[config.mk]
export PLATFORM = sky130hd
export DESIGN_NAME = pipeline_hazard_ctrl_flat
export DESIGN_NICKNAME = d
export VERILOG_FILES = /design/src/rtl/pipeline_hazard_ctrl_if.sv /design/src/rtl/pipeline_hazard_ctrl.sv /design/src/flat_wrapper.sv
export SDC_FILE = /design/constraint.sdc
export NUM_CORES = 1
export LEC_CHECK = 0
export ABC_AREA = 1
export BUFFER_PORTS_ARGS = -buffer_cell sky130_fd_sc_hd__buf_2
export CORE_UTILIZATION = 50
export DETAILED_ROUTE_END_ITERATION = 10
export GPL_ROUTABILITY_DRIVEN = 0
export PLACE_DENSITY = 0.74
export SETUP_SLACK_MARGIN = 0.02
export SKIP_CTS_REPAIR_TIMING = 1
export SLEW_MARGIN = 20
export SYNTH_ARGS = -nofsm -noshare
export SYNTH_HDL_FRONTEND = slang
export SYNTH_SLANG_ARGS = --single-unit
[constraint.sdc]
create_clock -name clk -period 7.09 [get_ports clk]
set_clock_uncertainty 0.05 [all_clocks]
set_input_delay 1.418 -clock clk [delete_from_list [all_inputs] [get_ports clk]]
set_output_delay 1.418 -clock clk [all_outputs]
set_load 0.01 [all_outputs]
[src/rtl/pipeline_hazard_ctrl_if.sv]
// Bundle of hazard inputs from the ID/EX/MEM stages and the pipeline control
// outputs. The controller sits on the slave side.
interface pipeline_hazard_ctrl_if #(
  parameter int REG_ADDR_W = 4,
  parameter int CNT_W      = 16
);
  logic                  ex_load;
  logic [REG_ADDR_W-1:0] ex_rd;
  logic [REG_ADDR_W-1:0] id_rn;
  logic [REG_ADDR_W-1:0] id_rm;
  logic                  id_rn_used;
  logic                  id_rm_used;
  logic                  ex_branch_taken;
  logic                  mem_busy;

  logic                  pc_enable;
  logic                  ifid_enable;
  logic                  ifid_flush;
  logic                  idex_bubble;
  logic                  pipe_hold;
  logic [CNT_W-1:0]      stall_cycles;
  logic [1:0]            state_out;

  modport master (
    output ex_load, ex_rd, id_rn, id_rm, id_rn_used, id_rm_used,
           ex_branch_taken, mem_busy,
    input  pc_enable, ifid_enable, ifid_flush, idex_bubble, pipe_hold,
           stall_cycles, state_out
  );

  modport slave (
    input  ex_load, ex_rd, id_rn, id_rm, id_rn_used, id_rm_used,
           ex_branch_taken, mem_busy,
    output pc_enable, ifid_enable, ifid_flush, idex_bubble, pipe_hold,
           stall_cycles, state_out
  );
endinterface

[src/rtl/pipeline_hazard_ctrl.sv]
// Hazard/stall sequencer for the 5-stage pipeline: load-use stalls, branch
// flushes, memory-busy freeze with context save/restore, stall counter.
module pipeline_hazard_ctrl #(
  parameter int REG_ADDR_W        = 4,
  parameter int LOAD_STALL_CYCLES = 1,
  parameter int FLUSH_CYCLES      = 2,
  parameter int CNT_W             = 16
) (
  input  logic                  clk,
  input  logic                  reset,
  pipeline_hazard_ctrl_if.slave hz
);

  typedef enum logic [1:0] {
    RUN     = 2'd0,
    LDSTALL = 2'd1,
    FLUSH   = 2'd2,
    MWAIT   = 2'd3
  } state_e;

  localparam logic [2:0] LD_RELOAD = 3'(LOAD_STALL_CYCLES - 1);
  localparam logic [2:0] FL_RELOAD = 3'(FLUSH_CYCLES - 1);

  state_e           state_q, state_d;
  state_e           saved_state_q, saved_state_d;
  logic [2:0]       cnt_q, cnt_d;
  logic [2:0]       saved_cnt_q, saved_cnt_d;
  logic [CNT_W-1:0] stall_q, stall_d;

  state_e     eff_state;
  logic [2:0] eff_cnt;
  logic       hazard;
  logic       pc_en, ifid_en, ifid_fl, idex_bub, hold;

  assign hazard = hz.ex_load &
                  ((hz.id_rn_used & (REG_ADDR_W'(hz.id_rn) == REG_ADDR_W'(hz.ex_rd))) |
                   (hz.id_rm_used & (REG_ADDR_W'(hz.id_rm) == REG_ADDR_W'(hz.ex_rd))));

  // On the cycle memory releases, the saved context drives this cycle's
  // decisions directly so a pending branch or hazard is acted on at once.
  always_comb begin
    eff_state = state_q;
    eff_cnt   = cnt_q;
    if (state_q == MWAIT && !hz.mem_busy) begin
      eff_state = saved_state_q;
      eff_cnt   = saved_cnt_q;
    end
  end

  always_ff @(posedge clk or negedge reset) begin
    if (!reset) begin
      state_q       <= RUN;
      cnt_q         <= 3'd0;
      saved_state_q <= RUN;
      saved_cnt_q   <= 3'd0;
      stall_q       <= '0;
    end else begin
      state_q       <= state_d;
      cnt_q         <= cnt_d;
      saved_state_q <= saved_state_d;
      saved_cnt_q   <= saved_cnt_d;
      stall_q       <= stall_d;
    end
  end

  always_comb begin
    state_d       = state_q;
    cnt_d         = cnt_q;
    saved_state_d = saved_state_q;
    saved_cnt_d   = saved_cnt_q;
    if (hz.mem_busy) begin
      if (state_q != MWAIT) begin
        saved_state_d = state_q;
        saved_cnt_d   = cnt_q;
        state_d       = MWAIT;
      end
    end else begin
      state_d = eff_state;
      cnt_d   = eff_cnt;
      case (eff_state)
        RUN: begin
          if (hz.ex_branch_taken) begin
            state_d = (FLUSH_CYCLES > 1) ? FLUSH : RUN;
            cnt_d   = FL_RELOAD;
          end else if (hazard) begin
            state_d = (LOAD_STALL_CYCLES > 1) ? LDSTALL : RUN;
            cnt_d   = LD_RELOAD;
          end
        end
        LDSTALL: begin
          if (eff_cnt <= 3'd1) begin
            state_d = RUN;
            cnt_d   = 3'd0;
          end else begin
            cnt_d = eff_cnt - 3'd1;
          end
        end
        FLUSH: begin
          if (hz.ex_branch_taken) begin
            cnt_d = FL_RELOAD;
          end else if (eff_cnt <= 3'd1) begin
            state_d = RUN;
            cnt_d   = 3'd0;
          end else begin
            cnt_d = eff_cnt - 3'd1;
          end
        end
        default: begin
          state_d = RUN;
          cnt_d   = 3'd0;
        end
      endcase
    end

    stall_d = stall_q;
    if (!pc_en && (stall_q != {CNT_W{1'b1}})) begin
      stall_d = stall_q + 1'b1;
    end
  end

  always_comb begin
    pc_en    = 1'b1;
    ifid_en  = 1'b1;
    ifid_fl  = 1'b0;
    idex_bub = 1'b0;
    hold     = 1'b0;
    if (!reset) begin
      pc_en    = 1'b0;
      ifid_en  = 1'b0;
      ifid_fl  = 1'b1;
      idex_bub = 1'b1;
    end else if (hz.mem_busy) begin
      pc_en   = 1'b0;
      ifid_en = 1'b0;
      hold    = 1'b1;
    end else begin
      case (eff_state)
        RUN: begin
          if (hz.ex_branch_taken) begin
            ifid_fl  = 1'b1;
            idex_bub = 1'b1;
          end else if (hazard) begin
            pc_en    = 1'b0;
            ifid_en  = 1'b0;
            idex_bub = 1'b1;
          end
        end
        LDSTALL: begin
          pc_en    = 1'b0;
          ifid_en  = 1'b0;
          idex_bub = 1'b1;
        end
        FLUSH: begin
          ifid_fl  = 1'b1;
          idex_bub = 1'b1;
        end
        default: ;
      endcase
    end
  end

  assign hz.pc_enable    = pc_en;
  assign hz.ifid_enable  = ifid_en;
  assign hz.ifid_flush   = ifid_fl;
  assign hz.idex_bubble  = idex_bub;
  assign hz.pipe_hold    = hold;
  assign hz.stall_cycles = stall_q;
  assign hz.state_out    = reset ? state_q : RUN;

endmodule

[src/flat_wrapper.sv]
// flat-port wrapper written by rule: the top's interface ports become plain ports
module pipeline_hazard_ctrl_flat 
#(
  parameter int REG_ADDR_W        = 4,
  parameter int LOAD_STALL_CYCLES = 1,
  parameter int FLUSH_CYCLES      = 2,
  parameter int CNT_W             = 16
)
  (clk, reset, hz_ex_load, hz_ex_rd, hz_id_rn, hz_id_rm, hz_id_rn_used, hz_id_rm_used, hz_ex_branch_taken, hz_mem_busy, hz_pc_enable, hz_ifid_enable, hz_ifid_flush, hz_idex_bubble, hz_pipe_hold, hz_stall_cycles, hz_state_out);
  pipeline_hazard_ctrl_if #(.REG_ADDR_W(REG_ADDR_W), .CNT_W(CNT_W)) hz_i ();
  input  logic clk;
  input  logic reset;
  input wire logic [$bits(hz_i.ex_load)-1:0] hz_ex_load;
  input wire logic [$bits(hz_i.ex_rd)-1:0] hz_ex_rd;
  input wire logic [$bits(hz_i.id_rn)-1:0] hz_id_rn;
  input wire logic [$bits(hz_i.id_rm)-1:0] hz_id_rm;
  input wire logic [$bits(hz_i.id_rn_used)-1:0] hz_id_rn_used;
  input wire logic [$bits(hz_i.id_rm_used)-1:0] hz_id_rm_used;
  input wire logic [$bits(hz_i.ex_branch_taken)-1:0] hz_ex_branch_taken;
  input wire logic [$bits(hz_i.mem_busy)-1:0] hz_mem_busy;
  output wire logic [$bits(hz_i.pc_enable)-1:0] hz_pc_enable;
  output wire logic [$bits(hz_i.ifid_enable)-1:0] hz_ifid_enable;
  output wire logic [$bits(hz_i.ifid_flush)-1:0] hz_ifid_flush;
  output wire logic [$bits(hz_i.idex_bubble)-1:0] hz_idex_bubble;
  output wire logic [$bits(hz_i.pipe_hold)-1:0] hz_pipe_hold;
  output wire logic [$bits(hz_i.stall_cycles)-1:0] hz_stall_cycles;
  output wire logic [$bits(hz_i.state_out)-1:0] hz_state_out;
  assign hz_i.ex_load = hz_ex_load;
  assign hz_i.ex_rd = hz_ex_rd;
  assign hz_i.id_rn = hz_id_rn;
  assign hz_i.id_rm = hz_id_rm;
  assign hz_i.id_rn_used = hz_id_rn_used;
  assign hz_i.id_rm_used = hz_id_rm_used;
  assign hz_i.ex_branch_taken = hz_ex_branch_taken;
  assign hz_i.mem_busy = hz_mem_busy;
  assign hz_pc_enable = hz_i.pc_enable;
  assign hz_ifid_enable = hz_i.ifid_enable;
  assign hz_ifid_flush = hz_i.ifid_flush;
  assign hz_idex_bubble = hz_i.idex_bubble;
  assign hz_pipe_hold = hz_i.pipe_hold;
  assign hz_stall_cycles = hz_i.stall_cycles;
  assign hz_state_out = hz_i.state_out;
  pipeline_hazard_ctrl #(.REG_ADDR_W(REG_ADDR_W), .LOAD_STALL_CYCLES(LOAD_STALL_CYCLES), .FLUSH_CYCLES(FLUSH_CYCLES), .CNT_W(CNT_W)) u_core (.clk(clk), .reset(reset), .hz(hz_i));
endmodule
==> reports/metrics.csv <==
metric,value,unit
outcome,"finished, final reports clean",
fin_ws,2.27,ns
cts_buffers,3,
area_growth,15.0,%
grt_max_degree,33,
hold_violations,0,
power_switching,0.230,mW
drtIter0Drc,49,
n_antenna_cell,0,
p_int,0.351,mW
cellLeakagePower,1.30,nW
ir_drop,0.180,mV
drc,0,
avgRoutedWirePerCell,10.4,um
postRouteWirelength,3.83,mm
cts_tree,yes,
drt-pass1-iter-count,4,
dp_hpwl,2.93,mm
vias,1771,
start_util,51.8,%
p_comb_share,41.5,%
clkPwrFrac,21.4,%
design.core.area,3660,sq um
crit_arrival,3.35,ns
drive_above_1_share,17.2,%
endpoint_kind,output pin,
cts.clk_slew.worst_paths,0.09,ns
clkLatencyLatePin,0.27,ns
finalSetupViolations,0,
relSlewSlack,56.8,%
dp_slack,2.30,ns
clock_path_buffers,2,
swShare,39.6,%
antenna_found_initial,0,
slowest_delay,0.34,ns
clockRootBuffer,clkbuf_8,
nets,345,
fin_setup_tns,0,ns
crit_required,5.62,ns
power_density,266,nW/um^2
die_w,63.6,um
portBuffers,41,
die_area,4040,sq um
grt_pass1_vias,1703,
cts_sinks,26,
n_fill_cell,371,
viasPerCell,4.83,
synth_area,1900,sq um
grt_pass1_wl,7.21,mm
htreeDepth,1,
worstHoldPathType,flip-flop to flip-flop,
io_pins,42,
fmax,207,MHz
rows,22,
rsz0062_at_grt,false,
cpMaxStageDelayCell,ha_1,
worstMarginPinSlew,0.648,ns
syn_nets,305,
path_cells,buf_2 -> inv_2 -> nand3_2 -> inv_1 -> a21oi_1 -> inv_1 -> ha_1 -> inv_1 -> a21oi_1 -> nand2_4 -> inv_1 -> buf_2,
p_seq_share,37.1,%
maxCapViolations,0,
crit_type,input pin to output pin,
maxSlewViolCount,0,
die_h,63.6,um
cp_max_fo,19,
avgSynthCellArea,6.77,sq um
grt_usage,22.2,%
cp_common_cell,inv_1,
antenna_left,0,
ys_warn_count,0,
ys_ff_latch,26,
synth_seq_area_share,34.3,%
period_share,68.0,%
synth.distinct_cells,25,
grt.overflow.total,0,
cp-start-kind,input pin,
period_needed,4.82,ns
synthCells,280,
[cell usage in the layout (no fill, tap or decap), drive strengths merged]
cell type  instances
dfrtp             26
ha                 6
xor2               8
nor2              24
nand4              4
buf               41
o21ai              8
clkbuf             3
bufinv             1
nand3             28
nor3               5
a21oi              8
inv               37
xnor2              7
nand3b             1
nand2            110
o31ai              1
or2                1
[logic make-up after synthesis]
logic type	synth area share, %
AND/OR/NAND/NOR	39.7
buffers and inverters	10.0
flip-flops	34.3
AO/OA/AOI/OAI	5.02
XOR/XNOR	6.93
adder cells (fa/ha/maj)	3.96
[layout make-up]
class                      instances  area (sq um)  area share, %
clock buffer                       3          41.3           1.89
clock inverter                     1          30.0           1.38
inverter                          37           139           6.37
multi-input combinational        211          1050           48.4
sequential                        26           651           29.8
tap                               48          60.1           2.75
timing repair buffer              41           205           9.41
[state kept, by name, summed over array words and instances, names as in the netlist]
register and flops:
u_core.state_q 2, u_core.hz.stall_cycles 16, u_core.saved_state_q 2, u_core.saved_cnt_q 3, u_core.cnt_q 3
[worst max-delay path, delay by kind of cell]
kind,cells,cell delay (ns)
AND/OR/NAND/NOR,2,0.34
buffers and inverters,7,0.86
adder cells (fa/ha/maj),1,0.34
AO/OA/AOI/OAI,2,0.38
[power groups by stage]
stage               clock [mW]  sequential (mW)  combinational, mW
detailed placement           0            0.219              0.239
floorplan                    0            0.221              0.169
CTS                      0.127            0.216              0.242
global route             0.132            0.221              0.280
global placement             0            0.218              0.236
finish                   0.124            0.215              0.241
[synthesized netlist by cell type (all sizes together)]
library cell,count,area share (%)
inv,37,7.3
dfrtp,26,34
xor2,8,3.7
o31ai,1,0.40
a21oi,8,2.1
xnor2,7,3.2
nor3,5,1.9
nor2,24,4.8
nand2,110,23
ha,6,4.0
nand3b,1,0.40
or2,1,0.33
nand3,28,7.7
buf,6,2.7
o21ai,8,2.5
nand4,4,2.1
[worst paths after layout]
kind | slack [ns] | endpoint | start | cells after the start
max reg2reg | 4.78 | u_core.hz.stall_cycles[10] | u_core.state_q[0] | 11
min | 0.45 | u_core.cnt_q[1] | u_core.cnt_q[1] | 2
max in group asynchronous | 5.46 | u_core.cnt_q[0] | reset | 1
min in group asynchronous | 1.11 | u_core.hz.stall_cycles[7] | reset | 1
min reg2reg | 0.45 | u_core.cnt_q[1] | u_core.cnt_q[1] | 2
max | 2.27 | hz_ifid_enable | hz_mem_busy | 12
[layer usage]
metal / track usage (%) / wire, um
met4: 6.53 / 43
met1: 29.7 / 1910
met2: 37.0 / 1720
met5: 0 / 0
met3: 2.90 / 158
[through the flow]
stage / area [sq um] / total power [mW] / util (%) / hold WS [ns] / instances
floorplan: 1900 / 0.390 / - / 0.395 / 280
global route: 2180 / 0.633 / 59.6 / 0.479 / 367
finish: 2180 / 0.581 / 59.6 / 0.450 / 367
detailed placement: 2110 / 0.458 / 57.6 / 0.442 / 363
global placement: 2110 / 0.454 / 57.6 / 0.441 / 363
CTS: 2180 / 0.585 / 59.6 / 0.464 / 367
(Power assumes the default switching activity.)
